File: src/rtl/ex_pkg.sv
// ex_pkg: shared types and encodings for the execute-stage divide/sqrt scheduler
package ex_pkg;
  localparam int EX_XLEN = 64;
  typedef enum logic [1:0] {IDLE, BUSY, RESP} state_t;
  localparam logic UNIT_SEL_INT = 1'b0;
  localparam logic UNIT_SEL_FP = 1'b1;
  localparam logic [3:0] F_DIV = 4'h0;
  localparam logic [3:0] F_DIVU = 4'h1;
  localparam logic [3:0] F_REM = 4'h2;
  localparam logic [3:0] F_REMU = 4'h3;
  localparam logic [3:0] F_FDIV = 4'h8;
  localparam logic [3:0] F_FSQRT = 4'h9;
  typedef struct packed {
    logic [EX_XLEN-1:0] result;
    logic [4:0] rd;
    logic reg_type;
  } res_t;
endpackage

File: src/rtl/ex_mc_arbiter_rr_arb2.sv
// rr_arb2: two-way round-robin arbiter; the side not granted last wins a tie
module rr_arb2 (
  input logic clk,
  input logic reset,
  input logic [1:0] req,
  input logic en,
  output logic [1:0] gnt,
  output logic sel
);
  logic last_grant;
  assign sel = req[1] & (~req[0] | ~last_grant);
  assign gnt = en ? {req[1] & sel, req[0] & ~sel} : 2'b00;
  always_ff @(posedge clk or posedge reset)
    if (reset) last_grant <= 1'b1;
    else if (|gnt) last_grant <= sel;
endmodule

File: src/rtl/ex_mc_arbiter.sv
// ex_mc_arbiter: schedules integer and FP requests onto the shared divide/sqrt unit
module ex_mc_arbiter
  import ex_pkg::*;
#(
  parameter int XLEN = EX_XLEN,
  parameter int TIMEOUT = 128
) (
  input logic clk,
  input logic reset,
  input logic flush,
  input logic int_valid,
  output logic int_ready,
  input logic [XLEN-1:0] int_op1,
  input logic [XLEN-1:0] int_op2,
  input logic [4:0] int_rd,
  input logic [3:0] int_funct,
  input logic fp_valid,
  output logic fp_ready,
  input logic [XLEN-1:0] fp_op1,
  input logic [XLEN-1:0] fp_op2,
  input logic [4:0] fp_rd,
  input logic [3:0] fp_funct,
  output logic unit_start,
  output logic unit_sel,
  output logic [XLEN-1:0] unit_op1,
  output logic [XLEN-1:0] unit_op2,
  output logic [3:0] unit_funct,
  output logic unit_abort,
  input logic unit_done,
  input logic [XLEN-1:0] unit_result,
  output logic wb_valid,
  input logic wb_ready,
  output logic [XLEN-1:0] wb_result,
  output logic [4:0] wb_rd,
  output logic wb_reg_type,
  output logic busy,
  output logic err_timeout
);
  localparam int CW = $clog2(TIMEOUT + 1);
  state_t state, state_n;
  logic [CW-1:0] cnt;
  logic [1:0] gnt;
  logic gsel, hs, expired;
  res_t rec;
  rr_arb2 u_arb (
    .clk,
    .reset,
    .req({fp_valid, int_valid}),
    .en(state == IDLE && !flush),
    .gnt,
    .sel(gsel)
  );
  assign int_ready = gnt[0];
  assign fp_ready = gnt[1];
  assign hs = |gnt;
  assign expired = state == BUSY && !unit_done && cnt == CW'(TIMEOUT - 1);
  assign wb_result = rec.result;
  assign wb_rd = rec.rd;
  assign wb_reg_type = rec.reg_type;
  // flush outranks completion and watchdog in every state
  always_comb begin
    state_n = state;
    wb_valid = state == RESP;
    busy = state != IDLE;
    state_n = state == IDLE ? (hs ? BUSY : IDLE)
            : state == BUSY ? (flush || expired ? IDLE : unit_done ? RESP : BUSY)
            : (flush || wb_ready ? IDLE : RESP);
  end
  always_ff @(posedge clk or posedge reset)
    if (reset) state <= IDLE;
    else state <= state_n;
  always_ff @(posedge clk or posedge reset)
    if (reset) begin
      cnt <= '0;
      unit_start <= 1'b0;
      unit_abort <= 1'b0;
      err_timeout <= 1'b0;
      unit_sel <= UNIT_SEL_INT;
      unit_op1 <= '0;
      unit_op2 <= '0;
      unit_funct <= '0;
      rec <= '0;
    end else begin
      unit_start <= hs;
      unit_abort <= state == BUSY && (flush || expired);
      err_timeout <= expired && !flush;
      cnt <= hs ? '0 : cnt + CW'(state == BUSY);
      if (hs) begin
        unit_sel <= gsel;
        unit_op1 <= gsel ? fp_op1 : int_op1;
        unit_op2 <= gsel ? fp_op2 : int_op2;
        unit_funct <= gsel ? fp_funct : int_funct;
        rec.rd <= gsel ? fp_rd : int_rd;
        rec.reg_type <= gsel;
      end
      if (state == BUSY && unit_done && !flush) rec.result <= unit_result;
    end
endmodule
File: config.mk
export PLATFORM = sky130hd
export DESIGN_NAME = ex_mc_arbiter
export DESIGN_NICKNAME = d
export VERILOG_FILES = /design/src/rtl/ex_pkg.sv /design/src/rtl/ex_mc_arbiter_rr_arb2.sv /design/src/rtl/ex_mc_arbiter.sv
export SDC_FILE = /design/constraint.sdc
export NUM_CORES = 1
export LEC_CHECK = 0
export ABC_CLOCK_PERIOD_IN_PS = 19000
export BUFFER_PORTS_ARGS = -buffer_cell sky130_fd_sc_hd__clkbuf_2
export CAP_MARGIN = 20
export CORE_AREA = 4 4 216 218
export CTS_CLUSTER_DIAMETER = 40
export DETAILED_ROUTE_END_ITERATION = 16
export DIE_AREA = 0 0 220 222
export GPL_TIMING_DRIVEN = 1
export PLACE_DENSITY = 0.51
export SETUP_SLACK_MARGIN = 0.05
export SLEW_MARGIN = 20
export SYNTH_ARGS = -nofsm -noshare
export SYNTH_HDL_FRONTEND = slang
export SYNTH_SLANG_ARGS = --single-unit
File: constraint.sdc
create_clock -name clk -period 19 [get_ports clk]
set_clock_uncertainty 0.1 [all_clocks]
set_input_delay 0.95 -clock clk [delete_from_list [all_inputs] [get_ports clk]]
set_output_delay 0.95 -clock clk [all_outputs]
set_load 0.1 [all_outputs]
[Word-level counts from Yosys, hierarchy flattened]
Index checks and enable logic that the tools add are counted.
Word-level totals
  register bits after elaboration: 216
  bits of input ports: 345
  output and inout port bits: 210
  logic and storage cells: 49
Operators by class
  add/sub/neg operators: 1
  equal/unequal tests: 3
  mux-type cells: 12
  bitwise logic cells: 7
  reduce and logical (&&, ||, !) cells: 14
Operators by type and width (count)
  $mux W64: 2
  $mux W2: 6
  $add A8 B1 Y8: 1
  $eq A8 B7 Y1 const B: 1
  $mux W8: 1
  $logic_and A1 B1 Y1: 7
  $mux W5: 1
  $mux W4: 1
  $and A1 B1 Y1: 3
  $not A1 Y1: 3
  $eq A2 B1 Y1 const B: 1
  $eq A2 B2 Y1 const B: 1
  $logic_not A1 Y1: 2
  $logic_not A2 Y1: 1
  $logic_or A1 B1 Y1: 2
  $reduce_bool A2 Y1: 1
  $reduce_or A2 Y1: 1
  $mux W1: 1
  $or A1 B1 Y1: 1

[Longest topological paths before layout]
  depth in word-level cells: 9
  depth in mapped cells: 7
  gate-level depth less buffers: 7

[Cells and area by module]
From an unflattened synthesis, not the netlist that was laid out.
Second synthesis, totals
  cell total of the unflattened synthesis: 799
  area total of the unflattened synthesis: 9360.2 um2
By module, submodules not included
  ex_mc_arbiter: times used 1, cells each 790, area an instance 9288.9 um2, sequential area each 5380.2 um2
  rr_arb2: times used 1, cells each 9, area an instance 71.3 um2, sequential area each 26.3 um2

[Worst setup path before layout]
OpenSTA, ideal clock, no wires.
  path type: input-to-output
  start: in fp_valid
  end: out int_ready
  arrival: 2.706 ns
  data required time: 17.950 ns
  path slack: 15.244 ns
  stages on the path: 4
  path buffers: 2
  cell sequence: a21boi_2 buf_4 buf_6 nor2_1
Between the ends
  cells in the longest elaborated chain, start to end: 4
Ends and longest elaborated chain
  start: declaration: RTL line ex_mc_arbiter.sv:17  | input logic fp_valid,
  $and A1 B1 Y1: RTL line ex_mc_arbiter_rr_arb2.sv:11  | assign sel = req[1] & (~req[0] | ~last_grant);
  $not A1 Y1: RTL line ex_mc_arbiter_rr_arb2.sv:12  | assign gnt = en ? {req[1] & sel, req[0] & ~sel} : 2'b00;
  $and A1 B1 Y1: RTL line ex_mc_arbiter_rr_arb2.sv:12
  $mux W2: RTL line ex_mc_arbiter_rr_arb2.sv:12
  end: declaration: RTL line ex_mc_arbiter.sv:12  | output logic int_ready,
Every way passes these cells.

[Worst setup path after layout]
  start: in fp_valid
  end: out fp_ready
Between the ends
  cells in the longest elaborated chain, start to end: 3
Ends and longest elaborated chain
  $and A1 B1 Y1: RTL line ex_mc_arbiter_rr_arb2.sv:11
  $and A1 B1 Y1 *: RTL line ex_mc_arbiter_rr_arb2.sv:12
  $mux W2 *: RTL line ex_mc_arbiter_rr_arb2.sv:12
  end: declaration: RTL line ex_mc_arbiter.sv:18  | output logic fp_ready,
Every way passes the cells marked *; elsewhere a longest branch is shown, timed or not.

==> results.rst <==
.. list-table::
   :header-rows: 1

   * - Metric
     - Value
   * - DRT Wirelength
     - 34200 microns
   * - Internal
     - 1320 uW
   * - Comb pwr share
     - 49.7%
   * - Yosys Warn Count
     - 0
   * - EDFF count, synth
     - 0
   * - Hold bufs inserted after CTS
     - 0
   * - Post-DP HPWL
     - 24540 microns
   * - Number of rows in the core area
     - 78
   * - Number of vias in the routed layout
     - 8477
   * - CP startpoint
     - fp_valid
   * - Post-DR vias/cell
     - 4.268
   * - Hold violation total from the final report
     - 0
   * - Final weighted congestion of routability-driven global placement
     - 0.8351
   * - Peak supply drop
     - 0.1271 mV
   * - Number of buffers inserted by post-CTS setup repair
     - 0
   * - Post-layout instance count excluding filler cells
     - 1986
   * - CP endpoint
     - fp_ready
   * - Cells after Synth
     - 812
   * - Slew of the pin with the lowest slew margin
     - 1.057 ns
   * - Reg-to-Reg End
     - unit_op1[26]
   * - GRT Overall Usage
     - 13.44%
   * - Worst Path Class, Setup
     - primary input to primary output
   * - Initial Util
     - 21.43%
   * - Leak Pwr
     - 0.007144 uW
   * - Count of cells along the worst register-to-register path
     - 5
   * - Remaining antenna violation count
     - 0
   * - Die Footprint
     - 48840 sq um
   * - Minimum setup slack after placement
     - 15.21 ns
   * - Average footprint of a synthesized cell
     - 11.85 sq um
   * - CTS tree
     - built
   * - Part of the power in the clock network
     - 26.7%
   * - Total number of nets in the final design
     - 1702
   * - Most frequent standard cell in the layout excluding fill and tap cells
     - sky130_fd_sc_hd__clkbuf_2
   * - Required time worst endpoint
     - 17.95 ns
   * - Number of I/O pins
     - 555
   * - Endpoint kind of the worst setup timing path
     - primary output
   * - CTS Root Buffer Type
     - sky130_fd_sc_hd__clkbuf_16
   * - Min setup slack post-route
     - 15.54 ns
   * - Max-cap check violation count
     - 0
   * - F_max
     - 288.6 MHz
   * - Post-route cell area
     - 14350 sq um
   * - Areal power density over the cells
     - 197.2 nW/um^2
   * - Share of total power in sequential cells
     - 23.6%
   * - # setup viols final
     - 0
   * - WL per Instance
     - 17.22 microns
   * - Startpoint type of the worst setup path
     - primary input
   * - Primary FF master, synth
     - sky130_fd_sc_hd__dfrtp_1
   * - Cell types occupying the most area after synthesis
     - sky130_fd_sc_hd__dfrtp_1 56%, sky130_fd_sc_hd__mux2i_1 14%, sky130_fd_sc_hd__o21ai_1 14%
   * - Number of global-route vias before repair
     - 9050
   * - DRC marker count from the first detailed-route iteration
     - 381
   * - Post-Place Cells
     - 1910
   * - Layout fillers
     - 4659
   * - GR Overflow Total
     - 0
   * - PostCTS Resize Cnt
     - 0
   * - Clk sinks
     - 216
   * - Share of synthesized flip-flops with an asynchronous set or reset
     - 100.0%
   * - Count of unique library cells instantiated by Yosys
     - 38
   * - Final worst path period need
     - 3.464 ns
   * - Pin count of the biggest net entering global routing
     - 85
   * - Antenna violations before repair
     - 0
   * - Core outline area
     - 44890 sq um
   * - Crit path max fanout
     - 15
   * - Die width
     - 220 microns
   * - Number of pins with negative max-slew slack in the final report
     - 0
   * - Setup Total Neg Slack
     - 0 ns
   * - Hold Path Class
     - flip-flop to flip-flop
   * - Setup slack of the most critical reg-to-reg path
     - 16.02 ns
   * - Sw Share
     - 53.35%
   * - Number of nets in the synthesized netlist
     - 1159
   * - Wire length of the first global-routing pass
     - 52070 microns
   * - Fraction of final layout cells sized beyond drive strength 1
     - 48.23%
   * - Buffer depth of the longest clock path
     - 3
   * - Post-route clock period utilization
     - 18.23%
   * - Clock-pin slew of the registers on the worst-case setup and hold paths
     - 0.05 ns
   * - Seq/Total Area, Yosys
     - 56.20%
   * - Leading cell types in the layout, fill and taps excluded
     - 554 x sky130_fd_sc_hd__clkbuf_2, 267 x sky130_fd_sc_hd__o21ai_1, 215 x sky130_fd_sc_hd__dfrtp_1, 137 x sky130_fd_sc_hd__mux2i_1, 49 x sky130_fd_sc_hd__mux2_1
   * - Combined area of all synthesized cells
     - 9620 sq um
   * - Share of Yosys cell area claimed by the top area cell type
     - 55.92%
   * - Floorplan die height
     - 222 microns
   * - Result of the run
     - finished clean
   * - Source-to-sink clock delay at the later pin of the worst-skew pair
     - 0.53 ns
   * - Worst flop-to-flop path startpoint
     - u_arb.last_grant
   * - Unrepaired setup endpoints after global routing
     - no
   * - Worst Hold Slack
     - 0.3842 ns
   * - Input/output buffers
     - 554
   * - Inserted Clock Buffers
     - 43
   * - DR DRC count
     - 0
   * - Synthesis-stage register bit count
     - 216
   * - Data arrival time of the critical path
     - 2.41 ns
   * - Cell area after placement
     - 12880 sq um
   * - P_sw
     - 1509 uW
   * - Remaining max-slew budget at the tightest pin
     - 29.56%
   * - P&R area growth vs syn
     - 49.15%
   * - H-tree level count
     - 2
   * - Dominant cell type by area after synthesis
     - sky130_fd_sc_hd__dfrtp_1
   * - DRT Pass-1 Iters
     - 4
## cells by family after synthesis
logic type               count (synthesis)  synth area share (%)
XOR/XNOR                                 3                0.2732
multiplexers                           201                 21.75
flip-flops                             216                 56.20
AO/OA/AOI/OAI                          288                 15.26
AND/OR/NAND/NOR                         30                 2.016
buffers and inverters                   72                 4.253
adder cells (fa/ha/maj)                  2                0.2601
## power groups by stage
stage | clock, uW | sequential (uW) | combinational [uW]
CTS | 780 | 668 | 1420
global placement | 0 | 667 | 1410
finish | 756 | 667 | 1410
global route | 803 | 684 | 1460
detailed placement | 0 | 673 | 1420
floorplan | 0 | 1620 | 212
## cells in the mapped netlist (2+ instances only)
master,n
sky130_fd_sc_hd__a21o_1,3
sky130_fd_sc_hd__a21oi_1,4
sky130_fd_sc_hd__and2_1,3
sky130_fd_sc_hd__buf_2,24
sky130_fd_sc_hd__buf_4,10
sky130_fd_sc_hd__buf_6,6
sky130_fd_sc_hd__clkbuf_1,19
sky130_fd_sc_hd__clkbuf_2,4
sky130_fd_sc_hd__clkbuf_4,5
sky130_fd_sc_hd__dfrtp_1,215
sky130_fd_sc_hd__ha_1,2
sky130_fd_sc_hd__inv_1,3
sky130_fd_sc_hd__mux2_1,49
sky130_fd_sc_hd__mux2_2,15
sky130_fd_sc_hd__mux2i_1,137
sky130_fd_sc_hd__nand2_1,4
sky130_fd_sc_hd__nand3_1,4
sky130_fd_sc_hd__nor2_1,6
sky130_fd_sc_hd__o21ai_0,10
sky130_fd_sc_hd__o21ai_1,267
sky130_fd_sc_hd__or3_1,4
sky130_fd_sc_hd__xor2_1,2
## worst max-delay path: stages
cell and delay [ns]:
sky130_fd_sc_hd__clkbuf_2 0.16, sky130_fd_sc_hd__a21boi_4 0.60, sky130_fd_sc_hd__and2_1 0.24, sky130_fd_sc_hd__clkbuf_2 0.46
## routing by layer
metal | wire [microns] | share of wire (%) | global-route usage (%) | up-vias
met5 | 0 | 0 | 0 | -
met4 | 796 | 2.3 | 4.275 | 0
met3 | 2565 | 7.5 | 3.549 | 51
met2 | 17230 | 50 | 23.46 | 354
met1 | 13600 | 40 | 16.04 | 4041
li1 | - | - | - | 4031
## flip-flops by register name (all words and copies together), names as in the netlist
register,cells
unit_op2,64
err_timeout,1
wb_rd,5
unit_funct,4
unit_sel,1
wb_result,64
cnt,8
unit_op1,64
state,2
u_arb.last_grant,1
unit_start,1
unit_abort,1
## how the worst min path moves through the flow
stage,depth (start not counted),to,start,slack (ns)
after global routing,1,wb_result[36],wb_result[36],0.40
after CTS,1,wb_result[23],wb_result[23],0.39
after detailed placement,1,wb_result[30],wb_result[30],0.37
after floorplan,2,u_arb.last_grant,u_arb.last_grant,0.41
after global placement,1,wb_result[21],wb_result[21],0.37
final,1,wb_result[30],wb_result[30],0.38
## stage by stage
step	utilization, %	total power [uW]
final	31.96	2829
after detailed placement	28.70	2090
after global placement	28.70	2081
after global routing	31.96	2942
after floorplan	-	1830
after CTS	31.96	2866
## area by class of cell
cell class	count	area, sq um	area share, %
clock inverters	19	215.2	1.500
inverters	4	25.02	0.1744
flip-flops and latches	216	5406	37.68
repair buffers	566	2863	19.95
diodes	1	2.502	0.01744
clock buffers	56	1247	8.694
multi-input cells	524	3839	26.75
well taps	600	750.7	5.232
(Power assumes the default switching activity.)
